### config.mk
export PLATFORM = sky130hd
export DESIGN_NAME = conv_seq_ctrl
export DESIGN_NICKNAME = d
export VERILOG_FILES = /design/src/rtl/conv_seq_ctrl.sv
export SDC_FILE = /design/constraint.sdc
export NUM_CORES = 1
export LEC_CHECK = 0
export ABC_AREA = 1
export ABC_CLOCK_PERIOD_IN_PS = 1840
export CORE_ASPECT_RATIO = 0.9
export CORE_MARGIN = 2
export CORE_UTILIZATION = 52
export DETAILED_ROUTE_END_ITERATION = 6
export GPL_ROUTABILITY_DRIVEN = 0
export PLACE_DENSITY = 0.78
export SYNTH_ARGS = -nofsm -noshare
export SYNTH_HDL_FRONTEND = slang
export SYNTH_SLANG_ARGS = --single-unit
### constraint.sdc
create_clock -name clk -period 1.84 [get_ports clk]
set_input_delay 0.276 -clock clk [delete_from_list [all_inputs] [get_ports clk]]
set_output_delay 0.276 -clock clk [all_outputs]
set_load 0.01 [all_outputs]
### src/rtl/conv_seq_ctrl.sv
`default_nettype none
// ============================================================================
//  Module   : conv_seq_ctrl
//  Purpose  : Sequencer in front of the convolution layer. Switch rows are
//             captured one per strobe edge into an IMG x IMG image buffer.
//             A start edge then raster-scans every KxK window position and
//             offers each window to the conv datapath over valid/ready.
//  Ports    :
//    clk          clock
//    rst_n        asynchronous active-low reset
//    row_in       switch row data, bit c = image column c
//    row_strobe   async switch, each rising edge stores one row
//    start        async switch, rising edge begins the scan (FULL only)
//    clear        async switch, rising edge discards image, back to LOAD
//    out_ready    conv datapath accepts the current window
//    win_valid    window outputs valid (high throughout SCAN)
//    win_bits     KxK window, bit K*i+j = img[win_row+i][win_col+j]
//    win_row      window top row    (0..P-1)
//    win_col      window left column (0..P-1)
//    rows_loaded  rows captured so far (0..IMG)
//    busy         high in SCAN
//    done         high in DONE
//  Revision : 1.0 - initial release
// ============================================================================
module conv_seq_ctrl #(
  parameter int IMG = 6,
  parameter int K   = 3
) (
  input  logic           clk,
  input  logic           rst_n,
  input  logic [IMG-1:0] row_in,
  input  logic           row_strobe,
  input  logic           start,
  input  logic           clear,
  input  logic           out_ready,
  output logic           win_valid,
  output logic [K*K-1:0] win_bits,
  output logic [2:0]     win_row,
  output logic [2:0]     win_col,
  output logic [2:0]     rows_loaded,
  output logic           busy,
  output logic           done
);

  // Window positions per axis and the terminal counter values.
  localparam int         P      = IMG - K + 1;
  localparam logic [2:0] C_LAST = 3'(P - 1);
  localparam logic [2:0] C_IMG  = 3'(IMG);

  typedef enum logic [1:0] {
    ST_LOAD = 2'd0,
    ST_FULL = 2'd1,
    ST_SCAN = 2'd2,
    ST_DONE = 2'd3
  } state_e;

  state_e         state_q, state_d;
  logic [2:0]     rows_q, rows_d;
  logic [2:0]     row_q, row_d;
  logic [2:0]     col_q, col_d;
  logic [IMG-1:0] img_q [IMG];
  logic           img_we_d;

  // --------------------------------------------------------------------------
  // Switch conditioning: two synchroniser flops plus a third flop for edge
  // detection. Bit 0 is the first flop; the pulse is s2 & ~s3 and lasts one
  // cycle, so a held switch produces exactly one action.
  // --------------------------------------------------------------------------
  logic [2:0] strobe_sync_q;
  logic [2:0] start_sync_q;
  logic [2:0] clear_sync_q;
  logic       w_strobe_pulse;
  logic       w_start_pulse;
  logic       w_clear_pulse;

  always_ff @(posedge clk or negedge rst_n) begin
    if (!rst_n) begin
      strobe_sync_q <= 3'b000;
      start_sync_q  <= 3'b000;
      clear_sync_q  <= 3'b000;
    end else begin
      strobe_sync_q <= {strobe_sync_q[1:0], row_strobe};
      start_sync_q  <= {start_sync_q[1:0],  start};
      clear_sync_q  <= {clear_sync_q[1:0],  clear};
    end
  end

  assign w_strobe_pulse = strobe_sync_q[1] & ~strobe_sync_q[2];
  assign w_start_pulse  = start_sync_q[1]  & ~start_sync_q[2];
  assign w_clear_pulse  = clear_sync_q[1]  & ~clear_sync_q[2];

  // --------------------------------------------------------------------------
  // State register and counters
  // --------------------------------------------------------------------------
  always_ff @(posedge clk or negedge rst_n) begin
    if (!rst_n) begin
      state_q <= ST_LOAD;
      rows_q  <= 3'd0;
      row_q   <= 3'd0;
      col_q   <= 3'd0;
    end else begin
      state_q <= state_d;
      rows_q  <= rows_d;
      row_q   <= row_d;
      col_q   <= col_d;
    end
  end

  // --------------------------------------------------------------------------
  // Next-state logic. clear overrides everything; start is only honoured in
  // FULL and strobe only in LOAD, which realises clear > start > strobe.
  // --------------------------------------------------------------------------
  always_comb begin
    state_d  = state_q;
    rows_d   = rows_q;
    row_d    = row_q;
    col_d    = col_q;
    img_we_d = 1'b0;

    if (w_clear_pulse) begin
      // The image buffer is deliberately kept; the next loads overwrite it.
      state_d = ST_LOAD;
      rows_d  = 3'd0;
      row_d   = 3'd0;
      col_d   = 3'd0;
    end else begin
      case (state_q)
        ST_LOAD: begin
          if (w_strobe_pulse) begin
            img_we_d = 1'b1;
            rows_d   = rows_q + 3'd1;
            if (rows_q + 3'd1 == C_IMG) begin
              state_d = ST_FULL;
            end
          end
        end
        ST_FULL: begin
          if (w_start_pulse) begin
            state_d = ST_SCAN;
            row_d   = 3'd0;
            col_d   = 3'd0;
          end
        end
        ST_SCAN: begin
          if (out_ready) begin
            if (col_q != C_LAST) begin
              col_d = col_q + 3'd1;
            end else if (row_q != C_LAST) begin
              col_d = 3'd0;
              row_d = row_q + 3'd1;
            end else begin
              // Final window accepted: indices hold at their terminal value.
              state_d = ST_DONE;
            end
          end
        end
        ST_DONE: begin
          // Held until clear or reset.
        end
        default: begin
          state_d = ST_LOAD;
        end
      endcase
    end
  end

  // --------------------------------------------------------------------------
  // Image buffer. row_in is sampled directly: switches are held stable well
  // beyond the synchroniser latency, so no metastability path exists here.
  // --------------------------------------------------------------------------
  always_ff @(posedge clk or negedge rst_n) begin
    if (!rst_n) begin
      for (int r = 0; r < IMG; r++) begin
        img_q[r] <= '0;
      end
    end else if (img_we_d) begin
      img_q[rows_q] <= row_in;
    end
  end

  // --------------------------------------------------------------------------
  // Window extraction, purely combinational from buffer and current indices.
  // --------------------------------------------------------------------------
  for (genvar gi = 0; gi < K; gi++) begin : g_win_row
    for (genvar gj = 0; gj < K; gj++) begin : g_win_col
      logic [2:0] w_r;
      logic [2:0] w_c;
      assign w_r = row_q + 3'(gi);
      assign w_c = col_q + 3'(gj);
      assign win_bits[K*gi+gj] = img_q[w_r][w_c];
    end
  end

  // --------------------------------------------------------------------------
  // Outputs
  // --------------------------------------------------------------------------
  assign win_valid   = (state_q == ST_SCAN);
  assign busy        = (state_q == ST_SCAN);
  assign done        = (state_q == ST_DONE);
  assign win_row     = row_q;
  assign win_col     = col_q;
  assign rows_loaded = rows_q;

endmodule
`default_nettype wire

==> flow_summary.ini <==
[outcome]
status = finished, violations left
violations = negative setup slack

[drt]
avgRoutedWirePerCell_um = 15.6
drcViolationCount = 0
totalWireLength_mm = 9.91
ant_nets = 0
vias = 3679
drtIter0Drc = 334
via_per_inst = 5.79
drt-pass1-iter-count = 6

[global_routing]
grt_pass1_vias = 3485
met1_usage = 0.368
grt_start_max_net_pins = 36
grt_use_met3 = 0.0481
gr-total-overflow = 0
antenna_found_initial = 0
grt_usage = 0.264
use_met2 = 0.424
grt_pass1_wl_mm = 16.4
busiest_layer = met2

[cts]
clk_pin_slew_ns = 0.10
cts_buffer_depth = 2
htree_levels = 2
cts_buffers = 5
root_buffer = clkbuf_8
cts_num_sinks = 56
insertion_delay_ns = 0.31
cts_tree = done

[sta]
tns_ns = -3.14
finalCriticalPeriod_ns = 2.30
whs_ns = 0.358
worst_slack_ns = -0.457
worst_slew_pin_slew_ns = 0.540
finalCritPeriodShare = 1.25
slew_headroom = 0.640
finalHoldViolCount = 0
fmax_mhz = 435
finalSetupViolations = 10
drv_slew = 0
skew_ns = 0.00987
grt_setup_unrepaired = true

[hold_path]
hold_depth = 0
min_to = clear_sync_q[1]
min-delay-path-class = reg2reg
hold_start = clear_sync_q[0]

[critical_path]
worst_r2r_path_depth = 8
path_max_fanout = 6
rr_startpoint = state_q[1]
r2r_slack_ns = 0.18
required_ns = 1.56
end_kind = output pin
critPathArrivalTime_ns = 2.02
startpoint_type = register
r2r-end = img_q[21]
critPathKind = reg2out

[floorplanning]
core-area_um2 = 6660
die-area_um2 = 7650
start_util = 0.544
placementRows = 28
die_w_um = 92.0
io_pins = 33
die_y_um = 83.2

[synthesis]
ys_seq_area_frac = 0.387
synth_top_cell_by_area = dfrtp_1
avgSynthCellArea_um2 = 7.40
ys_seq_elements = 56
netlist_instances = 489
synth_cell_types = 30
synth.area.top_cells = dfrtp_1 (39%), nand2_1 (15%), o21ai_1 (7.5%)
yosysTopAreaCellShare = 0.387
yosys_warnings = 0
syn-num-nets = 513
netlist_area_um2 = 3620

[layout]
layout-drive-gt1-share = 0.213
fin_nets = 568
antenna_cells = 0
syn_to_final_growth_pct = 25.9
finalInstanceArea_um2 = 4560

[power_and_ir_drop]
comb_power_share = 0.618
internal_power_mw = 3.56
power_switching_mw = 3.03
seqPwrFrac = 0.277
power.total_mw = 6.58
cellPowerDensity_nw_per_um2 = 1440
swShare = 0.460
power.leakage_nw = 2.20
pwr-share-clk = 0.105
ir_worst_vdd_uv = 859

[placement]
numPortBuffers = 32
placed_cell_area_um2 = 4200
hpwl_mm = 7.02

[job]
maxCapViolCount = 0
## per-layer routing
metal / wire length (µm) / up-vias
met5: 0 / -
met2: 4620 / 157
met4: 182 / 0
met3: 652 / 27
met1: 4450 / 1761
li1: - / 1734
## synth_stat cells (all sizes together)
library cell,instances
nand2,153
o21ai,67
dfrtp,56
inv,55
nand3,52
nand4,27
buf,22
nor2,19
ha,12
o211ai,12
a21oi,5
nor3,2
o22ai,2
or2,2
clkinv,1
nand3b,1
xnor2,1
## cell families after synthesis
group                      synth area share
adders and majority gates            0.0415
xor gates and xnor gates            0.00242
DFF                                   0.387
and+or+nand+nor                       0.332
AOI/OAI and AO/OA                     0.132
buffers and inverters                 0.105
## what timing repair did
item | 4_1_cts | 5_1_grt
setup endpoints to repair | 11 | 10
gates cloned | 2 | 1
endpoints found under the hold margin | 21 | 0
gates resized for setup | 84 | 3
pin swaps | 28 | 5
hold buffers | 1 | 0
setup buffers | 3 | 0
## sequential cells by signal (all words and copies together), names as in the netlist
name	cells
state_q	2
win_row	3
win_col	3
strobe_sync_q	3
start_sync_q	3
rows_loaded	3
img_q	36
clear_sync_q	3
## worst max-delay path, stage by stage (launching register included)
cell     delay [ns]
dfrtp_2        0.44
ha_4           0.31
inv_1          0.11
nor2_2         0.14
nand2_1        0.08
nand2_1        0.06
nand2_1        0.07
nand3_1        0.08
nand3_1        0.08
nand2_1        0.10
nand2_1        0.07
nand2_2        0.06
buf_6          0.10
## power by group through the flow
stage	Sequential [mW]	Clock, mW	Combinational, mW
after global routing	1.87	0.738	4.46
final	1.83	0.692	4.07
after CTS	1.81	0.695	3.92
after detailed placement	1.83	0	3.70
after floorplan	1.79	0	2.40
after global placement	1.80	0	3.58
## how the worst max path moves through the flow
stage                           from     endpoint
after CTS                 win_row[0]  win_bits[4]
after detailed placement  win_row[1]  win_bits[4]
after global placement    win_row[1]  win_bits[4]
after global routing      win_row[0]  win_bits[4]
after floorplan           win_row[2]  win_bits[4]
final                     win_row[0]  win_bits[4]
## layout by cell type, fill, tap and decap left out, types with 9 or more instances in the layout
cell type,count
ha_1,9
buf_4,28
nand3_1,50
clkdlybuf4s50_1,20
dfrtp_1,53
o21ai_1,39
o211ai_1,12
nand4_1,27
nand2_1,137
o21ai_4,9
o21ai_2,12
inv_1,51
nand2_2,13
nor2_1,12
## per-stage QoR
| stage | util | instances | worst slack [ns] |
|---|---|---|---|
| finish | 0.685 | 635 | -0.457 |
| detailed placement | 0.630 | 620 | -0.473 |
| floorplan | - | 489 | 0.00246 |
| CTS | 0.679 | 634 | -0.414 |
| global placement | 0.630 | 620 | -0.409 |
| global route | 0.685 | 635 | -0.549 |
## area by class of cell
| type | instances | area, µm² |
|---|---|---|
| clock inverters | 2 | 10.0 |
| repair buffers | 70 | 689 |
| fillers | 534 | 2100 |
| flip-flops and latches | 56 | 1410 |
| inverters | 56 | 218 |
| multi-input cells | 355 | 2040 |
| clock buffers | 6 | 82.6 |
| well taps | 90 | 113 |
No activity file was read; power rests on OpenSTA's default activity.
